**src/rtl/ps2_pkg.sv**
```systemverilog
// Shared constants and decoder state encoding for the PS/2 keycode receiver.
// Also holds the frame validity rule so the receiver and any consumer agree on it.
package ps2_pkg;

  localparam logic [7:0] PS2_PREFIX_EXT = 8'hE0;
  localparam logic [7:0] PS2_PREFIX_BRK = 8'hF0;
  localparam int         PS2_FRAME_BITS = 11;

  typedef enum logic [1:0] {
    DEC_IDLE = 2'd0,
    DEC_E0   = 2'd1,
    DEC_F0   = 2'd2,
    DEC_E0F0 = 2'd3
  } dec_state_e;

  // Start low, stop high, odd parity over data plus parity bit.
  function automatic logic frame_ok(input logic       start_bit,
                                    input logic [7:0] data,
                                    input logic       parity_bit,
                                    input logic       stop_bit);
    return !start_bit && stop_bit && (^{data, parity_bit});
  endfunction

endpackage

```
**src/rtl/ps2_frame_rx.sv**
```systemverilog
// PS/2 frame receiver: pin synchronisers, falling-edge detect, 11-bit shift and
// framing check, partial-frame timeout. Strobes are combinational on the processing cycle.
module ps2_frame_rx
  import ps2_pkg::*;
#(
  parameter int TIMEOUT_CYCLES = 50000
) (
  input  logic       clk,
  input  logic       clrn,
  input  logic       ps2_clk,
  input  logic       ps2_data,
  output logic [7:0] byte_o,
  output logic       good_o,
  output logic       bad_o
);

  localparam int         TW       = $clog2(TIMEOUT_CYCLES + 1);
  localparam logic [3:0] LAST_BIT = 4'(PS2_FRAME_BITS - 1);

  logic [2:0]    clk_sync_q, data_sync_q;
  logic [3:0]    bit_cnt_q, bit_cnt_d;
  logic [9:0]    shift_q, shift_d;
  logic [TW-1:0] timer_q, timer_d;
  logic          fall, data_bit, frame_done, timeout;

  assign fall       = (clk_sync_q[2:1] == 2'b10);
  assign data_bit   = data_sync_q[2];
  assign frame_done = fall && (bit_cnt_q == LAST_BIT);
  // An edge in the same cycle always wins over the timeout.
  assign timeout    = (bit_cnt_q != 4'd0) && !fall &&
                      (timer_q == TW'(TIMEOUT_CYCLES - 1));

  // After ten edges: shift_q[0] = start, shift_q[8:1] = D7..D0, shift_q[9] = parity.
  assign byte_o = shift_q[8:1];
  assign good_o = frame_done && frame_ok(shift_q[0], shift_q[8:1], shift_q[9], data_bit);
  assign bad_o  = (frame_done && !frame_ok(shift_q[0], shift_q[8:1], shift_q[9], data_bit))
                  || timeout;

  always_comb begin
    // NOTE: every always_comb output gets a default first so no path can infer a latch.
    shift_d   = shift_q;
    bit_cnt_d = bit_cnt_q;
    timer_d   = '0;
    if (fall) begin
      shift_d   = {data_bit, shift_q[9:1]};
      bit_cnt_d = (bit_cnt_q == LAST_BIT) ? 4'd0 : bit_cnt_q + 4'd1;
    end else if (timeout) begin
      bit_cnt_d = 4'd0;
    end else if (bit_cnt_q != 4'd0) begin
      timer_d = timer_q + TW'(1);
    end
  end

  always_ff @(posedge clk) begin
    // NOTE: reset is sampled on the clock edge; synchronisers reset to the idle-high pin level.
    if (!clrn) begin
      clk_sync_q  <= '1;
      data_sync_q <= '1;
      bit_cnt_q   <= '0;
      shift_q     <= '0;
      timer_q     <= '0;
    end else begin
      // NOTE: non-blocking assignments so every register samples pre-edge values.
      clk_sync_q  <= {clk_sync_q[1:0], ps2_clk};
      data_sync_q <= {data_sync_q[1:0], ps2_data};
      bit_cnt_q   <= bit_cnt_d;
      shift_q     <= shift_d;
      timer_q     <= timer_d;
    end
  end

endmodule

```
**src/rtl/ps2_keycode_rx.sv**
```systemverilog
// PS/2 keyboard receiver top: prefix decoder FSM and held-key registers on top of
// the frame receiver. Drives the keycode bus consumed by the seven-segment display.
module ps2_keycode_rx
  import ps2_pkg::*;
#(
  parameter int TIMEOUT_CYCLES = 50000
) (
  input  logic       clk,
  input  logic       clrn,
  input  logic       ps2_clk,
  input  logic       ps2_data,
  output logic [7:0] out,
  output logic       extended,
  output logic       valid,
  output logic       frame_err,
  output logic [7:0] key_count
);

  logic [7:0] rx_byte;
  logic       rx_good, rx_bad;

  ps2_frame_rx #(
    .TIMEOUT_CYCLES(TIMEOUT_CYCLES)
  ) u_frame_rx (
    .clk     (clk),
    .clrn    (clrn),
    .ps2_clk (ps2_clk),
    .ps2_data(ps2_data),
    .byte_o  (rx_byte),
    .good_o  (rx_good),
    .bad_o   (rx_bad)
  );

  dec_state_e state_q, state_d;
  logic [7:0] out_q, out_d, count_q, count_d;
  logic       ext_q, ext_d, valid_q, valid_d, ferr_q, ferr_d;
  logic       do_make, do_brk, code_ext;

  always_comb begin
    state_d  = state_q;
    out_d    = out_q;
    ext_d    = ext_q;
    count_d  = count_q;
    valid_d  = 1'b0;
    ferr_d   = 1'b0;
    do_make  = 1'b0;
    do_brk   = 1'b0;
    code_ext = 1'b0;

    if (rx_bad) begin
      ferr_d  = 1'b1;
      state_d = DEC_IDLE;
    end else if (rx_good) begin
      state_d = DEC_IDLE;
      unique case (state_q)
        DEC_IDLE: begin
          if (rx_byte == PS2_PREFIX_EXT)      state_d = DEC_E0;
          else if (rx_byte == PS2_PREFIX_BRK) state_d = DEC_F0;
          else                                do_make = 1'b1;
        end
        DEC_E0: begin
          code_ext = 1'b1;
          if (rx_byte == PS2_PREFIX_BRK)      state_d = DEC_E0F0;
          else if (rx_byte == PS2_PREFIX_EXT) state_d = DEC_E0;
          else                                do_make = 1'b1;
        end
        DEC_F0:   do_brk = 1'b1;
        DEC_E0F0: begin
          do_brk   = 1'b1;
          code_ext = 1'b1;
        end
        default:  state_d = DEC_IDLE;
      endcase
    end

    // Code 00 is the keyboard's error report: never a key to hold or release.
    if (do_make && (rx_byte != 8'h00) && ((out_q != rx_byte) || (ext_q != code_ext))) begin
      out_d   = rx_byte;
      ext_d   = code_ext;
      count_d = count_q + 8'd1;
      valid_d = 1'b1;
    end
    if (do_brk && (rx_byte != 8'h00) && (out_q == rx_byte) && (ext_q == code_ext)) begin
      out_d   = 8'h00;
      ext_d   = 1'b0;
      valid_d = 1'b1;
    end
  end

  always_ff @(posedge clk) begin
    if (!clrn) begin
      state_q <= DEC_IDLE;
      out_q   <= '0;
      ext_q   <= 1'b0;
      count_q <= '0;
      valid_q <= 1'b0;
      ferr_q  <= 1'b0;
    end else begin
      state_q <= state_d;
      out_q   <= out_d;
      ext_q   <= ext_d;
      count_q <= count_d;
      valid_q <= valid_d;
      ferr_q  <= ferr_d;
    end
  end

  assign out       = out_q;
  assign extended  = ext_q;
  assign valid     = valid_q;
  assign frame_err = ferr_q;
  assign key_count = count_q;

endmodule

```
**config.mk**
```make
export PLATFORM = sky130hd
export DESIGN_NAME = ps2_keycode_rx
export DESIGN_NICKNAME = d
export VERILOG_FILES = /design/src/rtl/ps2_pkg.sv /design/src/rtl/ps2_frame_rx.sv /design/src/rtl/ps2_keycode_rx.sv
export SDC_FILE = /design/constraint.sdc
export NUM_CORES = 1
export LEC_CHECK = 0
export CORE_MARGIN = 4
export CORE_UTILIZATION = 60
export CTS_BUF_LIST = sky130_fd_sc_hd__clkbuf_16
export DETAILED_ROUTE_END_ITERATION = 12
export PLACE_DENSITY_LB_ADDON = 0.12
export SETUP_SLACK_MARGIN = 0.05
export SLEW_MARGIN = 10
export SYNTH_ARGS = -nofsm -noshare
export SYNTH_HDL_FRONTEND = slang
export SYNTH_SLANG_ARGS = --single-unit
```
**constraint.sdc**
```tcl
create_clock -name clk -period 7.9 [get_ports clk]
set_input_delay 1.185 -clock clk [delete_from_list [all_inputs] [get_ports clk]]
set_output_delay 1.185 -clock clk [all_outputs]
set_load 0.02 [all_outputs]
```
==> reports/results.ini <==
[timing]
skew_ns = 0.00614
min_period_ns = 3.33
period_share_pct = 42.2
slew_headroom_pct = 44.1
finalSetupViolations = 0
rsz0062_at_grt = false
slew_viol_final = 0
final-hold-violation-count = 0
tns_ns = 0
worst_pin_slew_ns = 0.831
whs_ns = 0.405
timing.fmax_ghz = 0.300

[synth]
syn_inst = 298
synth_most_common_cell = dfxtp_1
synth_area_per_cell_um2 = 8.80
yosys-top-cells-area = dfxtp_1 (43%), xnor2_1 (6.0%), nand2_1 (5.0%), a21oi_1 (4.0%), nor2_1 (3.7%)
synthesis.area_um2 = 2620
yosys.area.top_type_share_pct = 43.5
yosysUniqueCellTypes = 46
ys_warn_count = 0
syn_nets = 307
synth_edf_count = 0
synth_seq_area_share_pct = 43.5
synthArstFlopShare_pct = 0
synthFlopType = dfxtp_1
synthTopCellsByCount = dfxtp_1 (57), nand2_1 (35), nor2_1 (26)
synth_top_cell_by_area = dfxtp_1
ys_ff_latch = 57

[power_and_ir_drop]
p_leak_nw = 1.09
peakVddDrop_mv = 0.156
power.density_nw_per_um2 = 212

[cts]
cts_tree = done
clock_latency_ns = 0.32
clkTransAtPathRegs_ns = 0.05
ctsLongestPathBuffers = 2
h-tree-depth = 3
holdBufCountCts = 0
cts_resized = 0
root_buffer = clkbuf_16
numCtsBuffers = 9
postCtsSetupRepairBufs = 0
cts_sinks = 57

[critical_path]
path_delay_family = buffers and inverters
slowest_delay_ns = 0.75
endpoint_kind = flip-flop
slowest_stage = clkdlybuf4s50_1
crit_required_ns = 8.14
rr_worst_depth = 5
startpoint_type = input port
r2r_setup_slack_ns = 5.01
cp_max_fo = 21
r2r-start = u_frame_rx.clk_sync_q[1]
r2r_end = key_count[7]
worstPathCellList = clkdlybuf4s50_1 -> inv_1 -> a31oi_1 -> nand2_1 -> a21oi_1
worstSetupPathType = input port to flip-flop
worst-path-buf-inv = 2
arrival_ns = 3.57

[detailed_routing]
vias_per_cell = 5.80
drt-initial-drc-count = 113
vias = 2150
wire_per_inst_um = 14.8
wirelength_mm = 5.48
drc = 0
ant_nets = 0
firstDrtPassIters = 4

[hold_path]
hp-start = u_frame_rx.clk_sync_q[0]
hold_class = flip-flop to flip-flop
whs_endpoint = u_frame_rx.clk_sync_q[1]
holdPathStages = 1

[job]
maxCapViolations = 0

[grt]
grt_most_used_layer = met2
antenna_found_initial = 0
grt_start_max_net_pins = 22
grt_pass1_wl_mm = 9.18
grt.met1_usage_pct = 26.3
grt_overflow = 0
grt_util_met3_pct = 6.49
grt_pass1_vias = 2072
track_usage_pct = 22.0
met2_usage_pct = 35.7

[die]
pin_count = 23
fp.dieW_um = 74.1
start_util_pct = 63.8
rows = 23
die_y_um = 74.1
core_region_area_um2 = 4120
dieArea_um2 = 5500

[cells_and_area]
drive_above_1_share_pct = 6.54
synthToLayoutAreaGrowth_pct = 19.0
nets = 326
diodes = 0
finalInstanceArea_um2 = 3120

[placement]
place_hpwl_mm = 3.76
gp_congestion = 0.805
port_buffers = 22
place_area_um2 = 2850

[outcome]
status = finished, final reports clean

-- routing by layer --
metal | up-vias | part of all wire (%)
met2 | 44 | 49
met4 | 0 | 2.8
met1 | 1009 | 44
met5 | - | 0
li1 | 1082 | -
met3 | 15 | 4.0
-- worst reg2reg max path: stages (launching register included) --
cell and delay [ns]:
dfxtp_1 0.33, nand2b_1 0.45, or4_1 0.72, or4_1 0.62
or4_1 0.54, a21oi_1 0.15
-- worst max path at each step --
| stage | startpoint | to | slack (ns) | cells after the start |
|---|---|---|---|---|
| final | clrn | u_frame_rx.timer_q[14] | 4.57 | 5 |
| after detailed placement | clrn | u_frame_rx.timer_q[12] | 4.28 | 5 |
| after CTS | clrn | u_frame_rx.timer_q[14] | 4.60 | 5 |
| after global routing | clrn | u_frame_rx.timer_q[12] | 4.29 | 5 |
| after floorplan | u_frame_rx.bit_cnt_q[0] | key_count[7] | 5.35 | 8 |
| after global placement | clrn | u_frame_rx.timer_q[14] | 4.25 | 5 |
-- placed cells by master (no fill, tap or decap), drive strengths merged, types with 3 or more instances in the layout --
master         instances
nand2                 35
or3                    3
mux2i                  4
clkbuf                 9
dfxtp                 57
clkdlybuf4s50         22
a21oi                 21
a22o                   9
nand2b                 8
nand4                  8
or4                    7
xnor2                 19
xor2                   7
o21ai                  8
ha                     5
inv                   11
nor4                   5
nand3                  9
clkinv                 5
nor2                  26
and3                   7
nor3                   7
-- sequential cells by signal (all words and copies together), names as in the netlist --
register                cells
state_q                     2
frame_err                   1
valid                       1
u_frame_rx.shift_q         10
u_frame_rx.bit_cnt_q        4
extended                    1
key_count                   8
u_frame_rx.timer_q         16
u_frame_rx.clk_sync_q       3
u_frame_rx.data_sync_q      3
out                         8
-- logic make-up (layout without fill, tap and decap cells) --
family,after synthesis,in the layout,share of synthesized area (%)
AND/OR/NAND/NOR,125,125,24.5
adder cells (fa/ha/maj),5,5,2.38
AO/OA/AOI/OAI,52,52,12.9
XOR/XNOR,28,28,10.7
flip-flops,57,57,43.5
buffers and inverters,26,49,4.10
multiplexers,5,5,1.96
-- stage by stage --
stage | utilization (%) | setup WS [ns] | total power (W) | cells
5_1_grt | 75.9 | 4.29 | 0.000683 | 371
3_5_place_dp | 69.2 | 4.28 | 0.000314 | 356
4_1_cts | 75.9 | 4.60 | 0.000668 | 371
3_3_place_gp | 69.2 | 4.25 | 0.000314 | 356
2_1_floorplan | - | 5.35 | 0.000309 | 298
6_report | 75.9 | 4.57 | 0.000663 | 371
-- area by class of cell --
cell class	instances	area, um^2
flip-flops and latches	57	1140
fillers	294	992
well taps	50	62.6
inverters	11	41.3
clock buffers	9	225
clock inverters	6	50.0
repair buffers	23	228
multi-input cells	215	1380
-- report_power, final --
| group | switching, W | internal (W) | total (W) |
|---|---|---|---|
| registers | 0.00000153 | 0.000290 | 0.000292 |
| logic | 0.0000106 | 0.00000616 | 0.0000168 |
| clock network | 0.000118 | 0.000236 | 0.000354 |
| total | 0.000130 | 0.000532 | 0.000663 |
(Power assumes the default switching activity.)
